[src/rtl/reg_bank_scan.sv]
// Staged register bank for the 7-segment path.
// Writes are button-edge triggered; the display shows hold, one selected register or a timed scan.
module reg_bank_scan #(
  parameter int unsigned DATA_W   = 8,
  parameter int unsigned DEPTH    = 4,
  parameter int unsigned SCAN_DIV = 4,
  localparam int unsigned ADDR_W  = $clog2(DEPTH)
) (
  input  logic              clk,
  input  logic              rst,
  input  logic              save_data,
  input  logic              write_en,
  input  logic              show_reg,
  input  logic              scan_en,
  input  logic [DATA_W-1:0] d_in,
  output logic [DATA_W-1:0] d_out,
  output logic [ADDR_W-1:0] d_addr,
  output logic              wr_ack,
  output logic              err
);

  localparam int unsigned CNT_W = (SCAN_DIV > 1) ? $clog2(SCAN_DIV) : 1;
  localparam logic [ADDR_W-1:0] LAST_PTR = ADDR_W'(DEPTH - 1);
  localparam logic [CNT_W-1:0]  LAST_CNT = CNT_W'(SCAN_DIV - 1);

  logic [DATA_W-1:0] hold_q;
  logic [DATA_W-1:0] bank_q [DEPTH];
  logic [ADDR_W-1:0] scan_ptr_q, scan_ptr_d;
  logic [CNT_W-1:0]  div_cnt_q, div_cnt_d;
  logic              prev_save_q, prev_wr_q;

  logic [ADDR_W-1:0] addr;
  logic              addr_ok;
  logic              save_ev, wr_ev;
  logic [DATA_W-1:0] sel_data;
  logic [ADDR_W-1:0] sel_addr;

  assign addr    = d_in[ADDR_W-1:0];
  // Address field can encode values past the last register when DEPTH is not a power of two.
  assign addr_ok = ({1'b0, addr} < (ADDR_W + 1)'(DEPTH));
  assign save_ev = save_data & ~prev_save_q;
  assign wr_ev   = write_en & ~prev_wr_q;

  always_comb begin
    sel_data = hold_q;
    sel_addr = '0;
    if (show_reg) begin
      sel_addr = addr;
      sel_data = addr_ok ? bank_q[addr] : '0;
    end else if (scan_en) begin
      sel_addr = scan_ptr_q;
      sel_data = bank_q[scan_ptr_q];
    end
  end

  // Scan restarts from register 0 whenever it is not actively running.
  always_comb begin
    div_cnt_d  = '0;
    scan_ptr_d = '0;
    if (scan_en && !show_reg) begin
      if (div_cnt_q == LAST_CNT) begin
        scan_ptr_d = (scan_ptr_q == LAST_PTR) ? '0 : scan_ptr_q + 1'b1;
      end else begin
        div_cnt_d  = div_cnt_q + 1'b1;
        scan_ptr_d = scan_ptr_q;
      end
    end
  end

  always_ff @(posedge clk or posedge rst) begin
    if (rst) begin
      hold_q      <= '0;
      for (int unsigned i = 0; i < DEPTH; i++) bank_q[i] <= '0;
      scan_ptr_q  <= '0;
      div_cnt_q   <= '0;
      prev_save_q <= 1'b0;
      prev_wr_q   <= 1'b0;
      d_out       <= '0;
      d_addr      <= '0;
      wr_ack      <= 1'b0;
      err         <= 1'b0;
    end else begin
      prev_save_q <= save_data;
      prev_wr_q   <= write_en;
      scan_ptr_q  <= scan_ptr_d;
      div_cnt_q   <= div_cnt_d;
      d_out       <= sel_data;
      d_addr      <= sel_addr;
      wr_ack      <= wr_ev & addr_ok;
      err         <= wr_ev & ~addr_ok;
      // Bank write samples the pre-save hold value on a coincident save event.
      if (wr_ev && addr_ok) bank_q[addr] <= hold_q;
      if (save_ev) hold_q <= d_in;
    end
  end

endmodule

[config.mk]
export PLATFORM = sky130hd
export DESIGN_NAME = reg_bank_scan
export DESIGN_NICKNAME = d
export VERILOG_FILES = /design/src/rtl/reg_bank_scan.sv
export SDC_FILE = /design/constraint.sdc
export NUM_CORES = 1
export LEC_CHECK = 0
export ABC_CLOCK_PERIOD_IN_PS = 2600
export CORE_ASPECT_RATIO = 0.75
export CORE_UTILIZATION = 40
export CTS_CLUSTER_SIZE = 14
export DETAILED_ROUTE_END_ITERATION = 7
export PLACE_DENSITY = 0.68
export SLEW_MARGIN = 20
export SYNTH_ARGS = -nofsm -noshare
export SYNTH_HDL_FRONTEND = slang
export SYNTH_SLANG_ARGS = --single-unit
[constraint.sdc]
create_clock -name clk -period 2.6 [get_ports clk]
set_clock_uncertainty 0.2 [all_clocks]
set_input_delay 0.78 -clock clk [delete_from_list [all_inputs] [get_ports clk]]
set_output_delay 0.78 -clock clk [all_outputs]
set_load 0.005 [all_outputs]
# --- After elaboration in Yosys (flattened, before gate mapping) ---
# Index checks and enable logic that the tools add are counted.
totals:
  ff_bits: 57
  inputBits: 14
  word_cells: 47
classes:
  bitwise_logic: 6
  n_reduce_logical: 3
  magnitude_cmp: 3
  mux: 18
  eq_ne: 3
  n_addsub: 2
ops:
  columns: ["cell", "n"]
  rows:
  - ["8-bit two-way mux", 7]
  - ["8-bit binary-select mux with 2-bit select", 2]
  - ["32-bit bitwise mux", 1]
  - ["8-bit demux with 2-bit select", 1]
  - ["2-bit two-way mux", 7]
  - ["3-bit greater-or-equal comparator, second input constant", 2]
  - ["2-bit NOT with 3-bit output", 2]
  - ["2-bit by 1-bit adder with 2-bit output, second input constant", 2]
  - ["2-bit == test, second input constant", 2]
  - ["3-bit by 1-bit less-than comparator with 1-bit output, second input constant", 1]
  - ["1-bit bitwise AND", 2]
  - ["1-bit logical AND", 2]
  - ["2-bit by 1-bit inequality test with 1-bit output, second input constant", 1]
  - ["1-bit NOT", 2]
  - ["1-bit zero test", 1]

# --- Logic depth before layout (Yosys ltp) ---
# Gate-level depths: netlist of run 1.
logic_depth:
  ltp_word: 6
  ltp_mapped: 5

# --- Worst setup path before layout of run 1 ---
# OpenSTA, ideal clock, no wires.
synth_timing:
  path_kind: "input to register"
  from: "input d_in[0]"
  to: "register d_out[2]"
  arrival_time_ps: 1737
  cell_stages: 4
  slack_ps: 538
  cell_sequence: "buf_6 > buf_12 > mux4_2 > mux2_2"
synth_between:
  elab_chain_len: 5
synth_lines:
  columns: ["element", "line_no", "rtl"]
  rows:
  - ["start, declared", "15", "input logic [DATA_W-1:0] d_in,"]
  - ["2-bit NOT with 3-bit output (not written as such)", "49", "sel_data = addr_ok ? bank_q[addr] : '0;"]
  - ["8-bit binary-select mux with 2-bit select", "49", null]
  - ["8-bit two-way mux (not written as such) (2 in series)", "49", null]
  - ["8-bit two-way mux", "47", "if (show_reg) begin"]
  - ["named net sel_data[2]", "35", "logic [DATA_W-1:0] sel_data;"]
  - ["end signal, assigned", "87", "d_out <= sel_data;"]
  - ["end, declared", "16", "output logic [DATA_W-1:0] d_out,"]
# The timed path passes the listed nets, and every way through them passes these cells. The select of a mux whose other input is x is not followed.
# A chain may end at the register's enable or synchronous reset.

# --- Worst setup path in the final report of run 1 ---
layout_timing:
  from: "input d_in[0]"
  to: "register d_out[7]"
# The elaborated chain is that of the path after synthesis.

==> results of run 1 <==
-- cell families (layout without fill, tap and decap cells) --
kind of cell | count (synthesis) | count (layout) | synth area share
flops | 57 | 57 | 0.530
buf+inv | 15 | 63 | 0.0339
other cells | 1 | 1 | 0.00139
compound gates | 11 | 11 | 0.0316
mux | 73 | 73 | 0.335
simple gates | 25 | 25 | 0.0581
fa+ha+maj | 2 | 2 | 0.00930
-- through the flow --
stage / hold WS (ns) / TNS (ns) / area, sq um / worst slack, ns
final: 0.232 / 0 / 3360 / 0.331
after global placement: 0.227 / 0 / 3140 / 0.00460
after detailed placement: 0.229 / -0.0243 / 3140 / -0.0137
after CTS: 0.237 / 0 / 3360 / 0.342
after floorplan: 0.215 / 0 / 2690 / 0.220
after global routing: 0.251 / 0 / 3360 / 0.309
-- power breakdown --
group          switching (uW)  total [uW]  internal (uW)
logic                     163         525            363
registers                 151        1250           1100
clock network             325         918            593
total                     638        2690           2060
-- flip-flops by register name (all words and copies together), names as in the netlist --
name	flops
bank_q	32
d_out	8
hold_q	8
d_addr	2
div_cnt_q	2
scan_ptr_q	2
prev_save_q	1
prev_wr_q	1
wr_ack	1
-- cell usage in the layout (no fill, tap or decap) --
cell type         n
mux2_2           48
conb_1            1
and3b_1           2
nand2_1           4
a21oi_1           1
ha_1              2
o221ai_1          8
nor3b_1           1
clkdlybuf4s50_1  24
dfrtp_1          57
o21ai_0           2
mux2i_1          17
buf_4            17
clkbuf_8         11
nor2_1            3
mux4_2            5
inv_2             1
nor3_1            1
buf_12            3
mux4_1            3
nor2b_1           1
inv_1             2
bufinv_16         2
and2b_1           1
nand2b_1         10
clkbuf_1          3
nand3_1           1
nor3b_4           1
-- how the worst max path moves through the flow --
stage / depth (start not counted) / endpoint
2_1_floorplan: 1 / bank_q[0]
3_3_place_gp: 4 / d_out[1]
3_5_place_dp: 4 / d_out[7]
4_1_cts: 4 / d_out[7]
5_1_grt: 4 / d_out[1]
6_report: 4 / d_out[7]
-- worst register-to-register path: stages (launching register included) --
cell     delay, ns
dfrtp_1       0.36
and2b_1       0.32
nor3b_4       0.23
buf_4         0.17
mux2_2        0.33
-- routing by layer --
metal  part of all wire  global-route usage  vias to the layer above
li1                   -                   -                      763
met1               0.49               0.227                      795
met2               0.44               0.251                       40
met3              0.058              0.0642                        9
met4              0.013              0.0547                        0
met5                  0                   0                        -
-- final cells by class --
class	instances	area (sq um)	area share
clock buffer	14	163	0.0484
inverter	3	11.3	0.00335
clock inverter	2	60.1	0.0179
tap	81	101	0.0301
sequential	57	1430	0.424
timing repair buffer	44	428	0.127
multi-input combinational	112	1170	0.349
==> flow_metrics.py, run 1 <==
metrics = {
    "clock_tree": {
        "tritoncts": "built",
        "clock-root-buffer": "clkbuf_8",
        "insertion_delay_ns": 0.33,
        "cts_resized": 0,
        "cts.sinks": 57,
        "ctsHoldBuffers": 0,
        "cts_setup_buffers": 0,
        "path_clk_slew_ns": 0.06,
        "h-tree-depth": 3,
        "clockBufferDepth": 2,
        "cts_buffers": 9,
    },
    "setup_path": {
        "timing.rr.end": "bank_q[25]",
        "r2r-start": "prev_wr_q",
        "worstPathArrival_ns": 2.28,
        "cp_top_family": "multiplexers",
        "cp_slowest_cell": "mux4_1",
        "worstSetupStartpoint": "d_in[0]",
        "critical_path_class": "in -> reg",
        "endpoint_kind": "register",
        "cp_max_fo": 14,
        "r2r_setup_slack_ns": 0.88,
        "required_ns": 2.61,
        "path_cells": "clkdlybuf4s50_1, buf_12, mux4_1, mux2_2",
        "ff2ff_path_depth": 4,
        "cpPeakStageDelay_ns": 0.55,
        "critical_path_buf_inv_count": 2,
        "start_kind": "input pin",
    },
    "global_routing": {
        "grt_usage": 0.168,
        "grt_overflow": 0,
        "grt_pass1_vias": 1677,
        "grt_start_max_net_pins": 25,
        "antenna_found_initial": 0,
        "grt_pass1_wl_um": 8740,
    },
    "sta": {
        "setup_viol": 0,
        "post-route-min-period_ns": 2.27,
        "finalCritPeriodShare": 0.873,
        "clock.fmax_mhz": 441,
        "finalHoldViolations": 0,
        "grt_setup_unrepaired": "false",
        "slew_violations": 0,
    },
    "worst_hold_path": {
        "holdPathEnd": "div_cnt_q[0]",
        "worstHoldStart": "div_cnt_q[0]",
        "hp-class": "reg -> reg",
        "min_delay_path_depth": 1,
    },
    "floorplanning": {
        "rows": 25,
        "fp.dieW_um": 96.7,
        "fp.dieH_um": 73.0,
        "fp.dieArea_sq_mm": 0.00706,
        "io_pins": 26,
        "core_sq_mm": 0.00641,
        "initial_core_util": 0.420,
    },
    "place": {
        "place_congestion": 0.740,
        "dp_cells": 297,
        "port_buffers": 24,
        "dp_hpwl_um": 3650,
    },
    "synth": {
        "synth_commonest_cells": "57 x dfrtp_1, 48 x mux2_2, 17 x mux2i_1, 10 x nand2b_1, 8 x o221ai_1",
        "synthTopCellsByArea": "dfrtp_1 53%, mux2_2 20%, mux2i_1 6.3%",
        "synth_area_sq_mm": 0.00269,
        "synth_edf_count": 0,
        "synthCells": 184,
        "ys.flop_type": "dfrtp_1",
        "async_flop_share": 1.00,
        "syn_nets": 200,
        "yosys_warnings": 0,
        "synth.avg_cell_area_sq_um": 14.6,
        "ys_seq_area_frac": 0.530,
        "ys_types": 27,
        "yosysMostFrequentCell": "dfrtp_1",
        "netlist.area_leader.share": 0.530,
        "synth.largest_area_cell": "dfrtp_1",
        "synth_seq_cells": 57,
    },
    "power": {
        "p_leak_uw": 0.00141,
        "power_density_mw_per_mm2": 801,
        "ir_drop_uv": 405,
        "totalPowerFinal_uw": 2690,
    },
    "finish": {
        "area_growth_pct": 25.0,
        "finalNonFillerCells": 313,
        "final_nets": 243,
        "num_antenna_cells": 0,
        "fillCellCount": 561,
        "final_util": 0.524,
        "drive_above_1_share": 0.379,
    },
    "detailed_routing": {
        "drt_iter0_markers": 49,
        "viasPerCell": 5.13,
        "routed_wirelength_um": 5240,
        "drc": 0,
        "drt-pass1-iter-count": 4,
        "wl_per_cell_um": 16.7,
        "ant_nets": 0,
        "num_vias": 1607,
    },
    "run": {
        "max_cap_viol_count": 0,
    },
    "outcome": {
        "outcome": "completed",
    },
}
Note: power is estimated with default switching activity, not from simulation.
==> run 2, diff against run 1 <==
--- a/config.mk
+++ b/config.mk
@@ -10,7 +10,8 @@
 export CORE_UTILIZATION = 40
 export CTS_CLUSTER_SIZE = 14
 export DETAILED_ROUTE_END_ITERATION = 7
-export PLACE_DENSITY = 0.68
+export GPL_ROUTABILITY_DRIVEN = 0
+export PLACE_DENSITY = 0.61
 export SLEW_MARGIN = 20
 export SYNTH_ARGS = -nofsm -noshare
 export SYNTH_HDL_FRONTEND = slang
==> run 2 against run 1 <==
Setup slack got worse by 0.0055 ns. First-iteration DRC count fell by 4.1%. Sequential share of layout area rose by 0.22 points. Flip-flop and latch count did not move. Global-route usage rose by 1.8 points. Hold slack improved by 0.033 ns. Clock power fell by 16%. Routed wire length rose by 8.9%. Cell count did not move. Clock-buffer cell count did not move. Critical path type unchanged. Critical endpoint unchanged. Largest power group unchanged.
==> flow_metrics.py, run 2 (synthesis gave the netlist of run 1 again) <==
metrics = {
    "global_routing": {
        "grt_pass1_vias": 1828,
        "grt_pass1_wl_um": 9520,
        "grt_start_max_net_pins": 22,
        "grt_overflow": 0,
        "antenna_found_initial": 0,
        "grt_usage": 0.186,
    },
    "finish": {
        "top_register": "bank_q",
        "drive_above_1_share": 0.388,
        "final_nets": 243,
        "layout_common_cells": "57 x dfrtp_1, 48 x mux2_2, 24 x clkdlybuf4s50_1",
        "final_common_cell": "dfrtp_1",
        "num_antenna_cells": 0,
        "area_growth_pct": 24.3,
        "fillCellCount": 532,
        "largestRegisters": "bank_q (32), d_out (8), hold_q (8)",
        "largest_reg_flops": 32,
    },
    "setup_path": {
        "critical_path_class": "in -> reg",
        "cp_max_fo": 14,
        "required_ns": 2.62,
        "start_kind": "input pin",
        "worstPathArrival_ns": 2.30,
        "endpoint_kind": "register",
    },
    "floorplanning": {
        "fp.dieArea_sq_mm": 0.00706,
        "fp.dieH_um": 73.0,
        "fp.dieW_um": 96.7,
        "core_sq_mm": 0.00641,
        "io_pins": 26,
        "rows": 25,
        "initial_core_util": 0.420,
    },
    "clock_tree": {
        "cts_setup_buffers": 0,
        "ctsHoldBuffers": 0,
        "insertion_delay_ns": 0.34,
        "cts_resized": 0,
        "path_clk_slew_ns": 0.07,
        "cts.sinks": 57,
        "tritoncts": "built",
        "clockBufferDepth": 2,
        "cts_buffers": 9,
        "h-tree-depth": 3,
        "clock-root-buffer": "clkbuf_8",
    },
    "sta": {
        "finalHoldViolations": 0,
        "grt_setup_unrepaired": "false",
        "finalCritPeriodShare": 0.875,
        "maxSlewHeadroom": 0.652,
        "layout_setup_ws_ns": 0.326,
        "tns_ns": 0,
        "post-route-min-period_ns": 2.27,
        "clock.fmax_mhz": 440,
        "worst_pin_slew_ns": 0.522,
        "setup_viol": 0,
        "slew_violations": 0,
    },
    "worst_hold_path": {
        "hp-class": "reg -> reg",
    },
    "place": {
        "port_buffers": 24,
        "dp_hpwl_um": 4040,
        "preCtsSetupSlack_ns": -0.0263,
    },
    "detailed_routing": {
        "num_vias": 1653,
        "drt-pass1-iter-count": 4,
        "routed_wirelength_um": 5710,
        "ant_nets": 0,
        "drc": 0,
        "wl_per_cell_um": 18.2,
        "drt_iter0_markers": 47,
        "viasPerCell": 5.28,
    },
    "run": {
        "max_cap_viol_count": 0,
    },
    "power": {
        "ir_drop_uv": 307,
        "power_density_mw_per_mm2": 766,
        "p_leak_uw": 0.00141,
    },
    "outcome": {
        "outcome": "completed",
    },
}
==> run 2: cell count changes in the layout (fill, tap and decap cells not counted), sizes merged <==
cell and delta:
bufinv -2, clkinv +2
==> run 2: layer usage <==
| metal | wire length, um | vias to the layer above | GRT usage |
|---|---|---|---|
| met2 | 2810 | 39 | 0.311 |
| li1 | - | 769 | - |
| met5 | 0 | - | 0 |
| met3 | 219 | 20 | 0.0498 |
| met4 | 188 | 0 | 0.123 |
| met1 | 2490 | 825 | 0.215 |
==> run 2: path summary, 6_finish.rpt <==
path / start / slack [ns] / depth (start not counted) / end
setup / recovery: d_in[0] / 0.33 / 4 / d_out[7]
hold / removal: div_cnt_q[0] / 0.27 / 1 / div_cnt_q[0]
setup reg to reg: scan_ptr_q[1] / 0.65 / 4 / d_out[3]
hold reg to reg: div_cnt_q[0] / 0.27 / 1 / div_cnt_q[0]
max in group asynchronous: rst / 1.15 / 3 / bank_q[22]
min in group asynchronous: rst / 0.58 / 2 / d_out[0]
==> run 2: power by group <==
part | switching (uW) | internal, uW
registers | 151 | 1100
clock network | 327 | 447
logic | 171 | 365
total | 649 | 1910
==> run 2: worst max-delay path: stages <==
cell and delay [ns]:
clkdlybuf4s50_1 0.51, buf_12 0.17, mux4_1 0.55, mux2_2 0.27
==> run 2: area by class of cell <==
class,count,area [sq um],area share
Timing Repair Buffer,44,440,0.132
Clock inverter,2,10.0,0.00299
Multi-Input combinational cell,112,1170,0.351
Sequential cell,57,1430,0.426
Clock buffer,14,183,0.0546
Inverter,3,11.3,0.00337
Tap cell,81,101,0.0303
==> run 2: stage by stage <==
| stage | utilization | cell area [sq um] | std cells | hold slack (ns) | power, uW |
|---|---|---|---|---|---|
| final | 0.522 | 3340 | 313 | 0.265 | 2560 |
| after CTS | 0.522 | 3340 | 313 | 0.266 | 2600 |
| after floorplan | - | 2690 | 184 | 0.215 | 1580 |
| after global routing | 0.522 | 3340 | 313 | 0.289 | 2720 |
| after global placement | 0.492 | 3150 | 297 | 0.228 | 1760 |
| after detailed placement | 0.492 | 3150 | 297 | 0.248 | 1810 |
